===== config.mk =====
export PLATFORM = sky130hd
export DESIGN_NAME = matrix_result_drain
export DESIGN_NICKNAME = d
export VERILOG_FILES = /design/src/rtl/matrix_pkg.sv /design/src/rtl/matrix_idx_counter.sv /design/src/rtl/matrix_result_drain.sv
export SDC_FILE = /design/constraint.sdc
export NUM_CORES = 1
export LEC_CHECK = 0
export BUFFER_PORTS_ARGS = -buffer_cell sky130_fd_sc_hd__buf_2
export CORE_ASPECT_RATIO = 0.8
export CORE_MARGIN = 2
export CORE_UTILIZATION = 30
export DETAILED_ROUTE_END_ITERATION = 12
export SLEW_MARGIN = 20
export SYNTH_ARGS = -nofsm -noshare
export SYNTH_HDL_FRONTEND = slang
export SYNTH_SLANG_ARGS = --single-unit

===== constraint.sdc =====
create_clock -name CLK -period 7.2 [get_ports CLK]
set_input_delay 0 -clock CLK [delete_from_list [all_inputs] [get_ports CLK]]
set_output_delay 0 -clock CLK [all_outputs]
set_load 0.005 [all_outputs]

===== src/rtl/matrix_pkg.sv =====
// Shared types and defaults for the systolic matrix result drain.
// Optional column-major streaming: MATRIX_DRAIN_COL_MAJOR_EN.
package matrix_pkg;

   localparam int N_DEF   = 3;
   localparam int W_DEF   = 8;
   localparam int LAT_DEF = 10;
   localparam int IDX_W   = $clog2(N_DEF);

   typedef enum logic [1:0] {
      IDLE    = 2'd0,
      WAIT    = 2'd1,
      CAPTURE = 2'd2,
      SEND    = 2'd3
   } state_t;

endpackage


===== src/rtl/matrix_idx_counter.sv =====
// Row/column walker over an N x N result matrix with last-element detect.
// MATRIX_DRAIN_COL_MAJOR_EN selects column-major order (row-major otherwise).
module matrix_idx_counter
   import matrix_pkg::*;
#(
   parameter int N  = N_DEF,
   parameter int IW = IDX_W
) (
   input  logic          CLK,
   input  logic          RST,
   input  logic          clr,
   input  logic          adv,
   output logic [IW-1:0] row,
   output logic [IW-1:0] col,
   output logic          last
);

   localparam logic [IW-1:0] MAX = IW'(N - 1);

   // Step to the next element on each accepted beat, wrapping the fast index.
   always_ff @(posedge CLK) begin
      if (RST || clr) begin
         row <= '0;
         col <= '0;
      end else if (adv) begin
`ifdef MATRIX_DRAIN_COL_MAJOR_EN
         if (row == MAX) begin
            row <= '0;
            col <= (col == MAX) ? '0 : col + 1'b1;
         end else begin
            row <= row + 1'b1;
         end
`else
         if (col == MAX) begin
            col <= '0;
            row <= (row == MAX) ? '0 : row + 1'b1;
         end else begin
            col <= col + 1'b1;
         end
`endif
      end
   end

   // The final element is (N-1, N-1) in either order.
   always_comb begin
      last = (row == MAX) && (col == MAX);
   end

endmodule


===== src/rtl/matrix_result_drain.sv =====
// Drains the N x N accumulator array: wait LAT, snapshot, stream per beat.
// MATRIX_DRAIN_COL_MAJOR_EN switches the stream to column-major order.
module matrix_result_drain
   import matrix_pkg::*;
#(
   parameter int N   = N_DEF,
   parameter int W   = W_DEF,
   parameter int LAT = LAT_DEF
) (
   input  logic                 CLK,
   input  logic                 RST,
   input  logic                 start,
   input  logic [N*N*W-1:0]     acc_in,
   output logic                 acc_clr,
   output logic [W-1:0]         out_data,
   output logic [$clog2(N)-1:0] out_row,
   output logic [$clog2(N)-1:0] out_col,
   output logic                 out_valid,
   input  logic                 out_ready,
   output logic                 out_last,
   output logic                 busy,
   output logic                 done
);

   localparam int IW = $clog2(N);
   localparam int CW = (LAT > 1) ? $clog2(LAT) : 1;
   localparam logic [CW-1:0] LOAD = CW'(LAT - 1);

   state_t             state;
   state_t             state_nxt;
   logic [CW-1:0]      cnt;
   logic [CW-1:0]      cnt_nxt;
   logic [N*N*W-1:0]   snap;
   logic               snap_en;
   logic               idx_clr;
   logic               xfer;
   logic               last;
   logic [IW-1:0]      row;
   logic [IW-1:0]      col;

   matrix_idx_counter #(
      .N  (N),
      .IW (IW)
   ) u_idx (
      .CLK  (CLK),
      .RST  (RST),
      .clr  (idx_clr),
      .adv  (xfer),
      .row  (row),
      .col  (col),
      .last (last)
   );

   // Next-state, wait countdown and the accumulator clear pulse.
   always_comb begin
      state_nxt = state;
      cnt_nxt   = cnt;
      acc_clr   = 1'b0;
      snap_en   = 1'b0;
      idx_clr   = 1'b0;
      unique case (state)
         IDLE: begin
            if (start) begin
               state_nxt = WAIT;
               cnt_nxt   = LOAD;
               acc_clr   = 1'b1;
            end
         end
         WAIT: begin
            cnt_nxt = (cnt == '0) ? '0 : cnt - 1'b1;
            if (cnt <= CW'(1)) begin
               state_nxt = CAPTURE;
            end
         end
         CAPTURE: begin
            snap_en   = 1'b1;
            idx_clr   = 1'b1;
            state_nxt = SEND;
         end
         SEND: begin
            if (xfer && last) begin
               if (start) begin
                  state_nxt = WAIT;
                  cnt_nxt   = LOAD;
                  acc_clr   = 1'b1;
               end else begin
                  state_nxt = IDLE;
               end
            end
         end
         default: state_nxt = IDLE;
      endcase
      if (RST) begin
         acc_clr = 1'b0;
      end
   end

   // State, counter, snapshot and the done pulse.
   always_ff @(posedge CLK) begin
      if (RST) begin
         state <= IDLE;
         cnt   <= '0;
         snap  <= '0;
         done  <= 1'b0;
      end else begin
         state <= state_nxt;
         cnt   <= cnt_nxt;
         done  <= xfer && last;
         if (snap_en) begin
            snap <= acc_in;
         end
      end
   end

   // Stream outputs are zero outside SEND so idle outputs stay quiet.
   always_comb begin
      out_valid = (state == SEND);
      busy      = (state != IDLE);
      xfer      = out_valid && out_ready;
      out_last  = out_valid && last;
      out_row   = out_valid ? row : '0;
      out_col   = out_valid ? col : '0;
      out_data  = '0;
      if (out_valid) begin
         out_data = snap[(int'(row) * N + int'(col)) * W +: W];
      end
   end

endmodule

Word-level counts from Yosys, hierarchy flattened
Index checks and enable logic that the tools add are counted.
- muxes and demuxes: 19
- shifts and indexed selects: 1
- add/subtract/negate cells: 4
- reductions and logical operators: 12
- order comparisons: 1
- eq/ne operators: 8
- multiply operators: 1
- operators with widths (kind ; count):
    variable part select 72 x 9 -> 8 bit ; 1
    two-way mux 2 bit ; 7
    two-way mux 4 bit ; 3
    case mux 4 bit (3 select lines) ; 1
    == test 2 bit, second input constant ; 4
    two-way mux 8 bit ; 1
    case mux 2 bit (4 select lines) ; 1
    adder 4 x 2 -> 5 bit ; 1
    two-way mux 1 bit ; 5
    adder 2 x 1 -> 2 bit, second input constant ; 2
    <= comparator 4 x 1 -> 1 bit, second input constant ; 1
    logical AND 1 bit ; 4
    logical NOT 4 bit ; 1
    multiplier 2 x 2 -> 4 bit, second input constant ; 1
    inequality test 2 bit, second input constant ; 2
    AND reduction 2 bit ; 2
    subtractor 4 x 1 -> 4 bit, second input constant ; 1
    AND reduction 3 bit ; 1
    nonzero test 3 bit ; 1
    == test 2 x 1 -> 1 bit, second input constant ; 1
    logical NOT 2 bit ; 1
    inequality test 2 x 1 -> 1 bit, second input constant ; 1
    case mux 1 bit (2 select lines) ; 1
    nonzero test 2 bit ; 1
    logical OR 1 bit ; 1
- register bits: 83
- output and inout bits: 17
- word-level logic and storage cells: 52
- bits of input ports: 76

Longest topological paths before layout
- depth after elaboration: 6
- mapped depth: 12
- depth with buffers taken out: 10

Cells and area by module
From an unflattened synthesis, not the netlist that was laid out.
- cells, all modules: 401
- area, all modules: 3962.6 um^2
- modules (own cells, without submodules) (module ; seq. area each (um^2) ; area an instance (um^2) ; times used ; cells an instance):
    matrix_result_drain ; 1581.5 ; 3759.9 ; 1 ; 383
    matrix_idx_counter ; 80.1 ; 202.7 ; 1 ; 18

Least setup slack after synthesis
OpenSTA, ideal clock, no wires.
- path type: register to output
- start: register u_idx.row[0]
- end: output out_data[0]
- required time: 7.200 ns
- arrival: 2.787 ns
- slack: 4.413 ns
- stages on the path, launching flop included: 13
- path buffers: 2
- path through: dfxtp_1 > inv_1 > fa_1 > inv_1 > ha_1 > inv_1 > fa_1 > buf_2 > nand2b_1 > buf_1 > nor4b_2 > nand2_1 > o31ai_1
- longest elaborated chain between the ends: 4
- RTL lines (element ; RTL line ; source):
    from (decl) ; matrix_idx_counter.sv:13 ; output logic [IW-1:0] row,
    from (signal assigned) ; matrix_idx_counter.sv:36 ; row <= (row == MAX) ? '0 : row + 1'b1;
    multiplier 2 x 2 -> 4 bit ; matrix_result_drain.sv:125 ; out_data = snap[(int'(row) * N + int'(col)) * W +: W];
    adder 4 x 2 -> 5 bit ; matrix_result_drain.sv:125 ;
    variable part select 72 x 9 -> 8 bit ; matrix_result_drain.sv:125 ;
    two-way mux 8 bit ; matrix_result_drain.sv:124 ; if (out_valid) begin
    to (decl) ; matrix_result_drain.sv:15 ; output logic [W-1:0] out_data,
No other way between the ends.

Worst setup path after layout
- start: register u_idx.row[0]
- end: output out_data[7]
The elaborated chain is that of the path after synthesis.

==> flow_summary.toml <==
[logic_synthesis]
ys_seq_elements = 83
synth-main-ff-cell = "dfxtp_1"
synth-edff-count = 0
synth_top_area_share_pct = 42.9
synth_top_family_by_area = "multiplexers"
synth_top_area_cell = "dfxtp_1"
ys_types = 38
synth_fa_ha_area_share_pct = 4.26
synth-simple-area-share_pct = 13.8
ys_warn_count = 0
synth_async_sr_flop_share_pct = 0
synthCells = 382
synth_compound_area_share_pct = 6.04
synth.area.mux_share_pct = 29.2
synth_area_sq_um = 3880
synth.net_count = 470
synthTopCellsByArea = "dfxtp_1 43%, mux2i_1 20%, nor2_1 7.6%, mux2_2 4.6%, mux4_2 4.6%"
syn_avg_cell_area_sq_um = 10.1
synth_xor_area_share_pct = 0.226
yosysSeqAreaShare_pct = 42.9

[setup_path]
critPathMaxFanout = 10
r2r_setup_slack_ns = 4.92
cp.arrival_ns = 3.96
crit_type = "register to output port"
timing.rr.end = "snap[65]"
end_kind = "output port"
reg2reg_depth = 5
start_kind = "register"
r2r_start = "state[0]"
crit_required_ns = 7.20

[layout]
design_area_sq_um = 5550
diodes = 0
final_cell_mix = "92 x buf_2, 83 x dfxtp_1, 78 x nor2_1"
drive_above_1_share_pct = 26.1
multi_input_area_sq_um = 2090
fillers = 1202
layout-area-overhead-vs-synth_pct = 43.3
final_nets = 624
regArea_sq_um = 1660
layout_commonest_cell = "buf_2"
utilization_pct = 43.6

[timing]
final_max_slew_viol_count = 0
hold_viol = 0
fmax_mhz = 252
clock_skew_ns = 0.00847
setup_tns_ns = 0
worst_slew_margin_rel_pct = 39.7
fin_ws_ns = 3.24
rsz0062_at_grt = "no"
min_period_ns = 3.96
finalSetupViolCount = 0
fin_crit_sh_pct = 55.0
worstMarginPinSlew_ns = 0.904

[global_route]
grt_util_all_layers_pct = 15.4
grt_max_degree = 88
grt_antenna_before_repair = 0
first_global_vias = 3347
grt_pass1_wl_microns = 16400
grt_overflow = 0

[pwr]
p_leak_nw = 2.25
p_comb_share_pct = 31.4
power_switching_w = 0.000502
sw_frac_of_total_pct = 30.4
p_per_area_nw_per_um2 = 297
clkPwrFrac_pct = 31.1
peakVddDrop_uv = 124
seqPwrFrac_pct = 37.5
p_int_w = 0.00115

[clock_network]
cts_buffers = 9
post_cts_buffers = 0
cts_max_level = 3
cts-resized-gates = 0
cts_sinks = 83
cts_root_buf = "clkbuf_16"
path_clk_slew_ns = 0.06
cts_tree = "built"
insertion_delay_ns = 0.34
max-clock-path-buffers = 2

[drt]
routed_wirelength_microns = 10400
via_count = 3275
antenna_left = 0
drtIter0Drc = 170
drcViolationCount = 0
drt_first_pass_iters = 4
via_per_inst = 4.57
avgRoutedWirePerCell_microns = 14.5

[placed_design]
gp_congestion = 0.793
place_area_sq_um = 4490
io_buffers = 92
dp_hpwl_microns = 7060
dp_slack_ns = 3.63

[die]
fp.dieW_microns = 131
dieArea_sq_um = 13900
num_io_pins = 93
core-area_sq_um = 12700
initial_utilization_pct = 30.4
num_rows = 37
fp.dieH_microns = 106

[outcome]
status = "finished, final reports clean"

[flow_run]
maxCapViolCount = 0

[worst_hold_path]
holdCritStartpoint = "start"
hold_class = "input port to register"
hold_depth = 3
worstHoldEndpoint = "state[0]"
flip-flops by register name (all words and copies together), names as in the netlist:
name and count:
cnt 4, done 1, snap 72, state 2, u_idx.col 2, u_idx.row 2
stage by stage:
step / std cells / total power [W] / hold WS [ns]
global placement: 627 / 0.00110 / 0.234
floorplan: 382 / 0.000994 / 0.106
CTS: 716 / 0.00167 / 0.156
detailed placement: 627 / 0.00112 / 0.242
global route: 716 / 0.00175 / 0.179
finish: 716 / 0.00165 / 0.162
repair_timing:
action | in CTS | in global routing
hold buffers | 73 | 0
endpoints found under the setup margin | 0 | 0
endpoints found under the hold margin | 73 | 0
power groups by stage:
stage	combinational [W]	clock, W	sequential (W)
after floorplan	0.000387	0	0.000607
after global placement	0.000476	0	0.000624
after detailed placement	0.000488	0	0.000627
after CTS	0.000521	0.000529	0.000618
after global routing	0.000569	0.000546	0.000632
final	0.000518	0.000514	0.000618
worst max path at each step:
| stage | start | endpoint | slack [ns] | cells after the start |
|---|---|---|---|---|
| after global routing | u_idx.row[0] | out_data[7] | 2.92 | 11 |
| after CTS | u_idx.row[0] | out_data[7] | 3.24 | 11 |
| after global placement | u_idx.row[0] | out_data[7] | 3.73 | 11 |
| after floorplan | u_idx.row[0] | out_data[0] | 4.41 | 12 |
| after detailed placement | u_idx.row[0] | out_data[7] | 3.63 | 11 |
| final | u_idx.row[0] | out_data[7] | 3.24 | 11 |
area by class of cell:
cell class              count  area share (%)
inverters                  10           0.676
clock buffers              11            4.55
multi-input cells         264            37.6
clock inverters             5            1.51
flip-flops and latches     83            29.9
well taps                 175            3.94
repair buffers            168            21.9
cells in the mapped netlist (all sizes together) (2+ instances only):
| cell | instances |
|---|---|
| nand2 | 11 |
| a221oi | 2 |
| inv | 10 |
| nor3 | 5 |
| ha | 10 |
| mux2 | 16 |
| and2 | 4 |
| clkbuf | 11 |
| buf | 14 |
| fa | 2 |
| mux2i | 77 |
| nand2b | 2 |
| o31ai | 9 |
| o21ai | 3 |
| dfxtp | 83 |
| o22ai | 8 |
| a21oi | 2 |
| nor2b | 10 |
| nor2 | 78 |
| mux4 | 8 |
worst max-delay path, cell delays in order, from the launching register on:
cell      delay, ns
dfxtp_1        0.40
inv_1          0.12
fa_1           0.52
inv_1          0.08
ha_1           0.14
inv_1          0.05
fa_1           0.80
nand2b_1       0.31
nor4b_2        0.75
nand2_1        0.11
o31ai_1        0.15
buf_2          0.20
per-layer routing:
metal	up-vias	global-route usage [%]	part of all wire [%]
met5	-	0	0
met1	1527	19.5	46
met3	13	4.42	4.8
met4	0	3.04	1.2
li1	1641	-	-
met2	94	26.2	48
cell families after synthesis:
group	after synthesis
xor+xnor	1
flops	83
mux	101
simple gates	119
fa+ha+maj	12
compound gates	31
buf+inv	35
No activity file was read; power rests on OpenSTA's default activity.
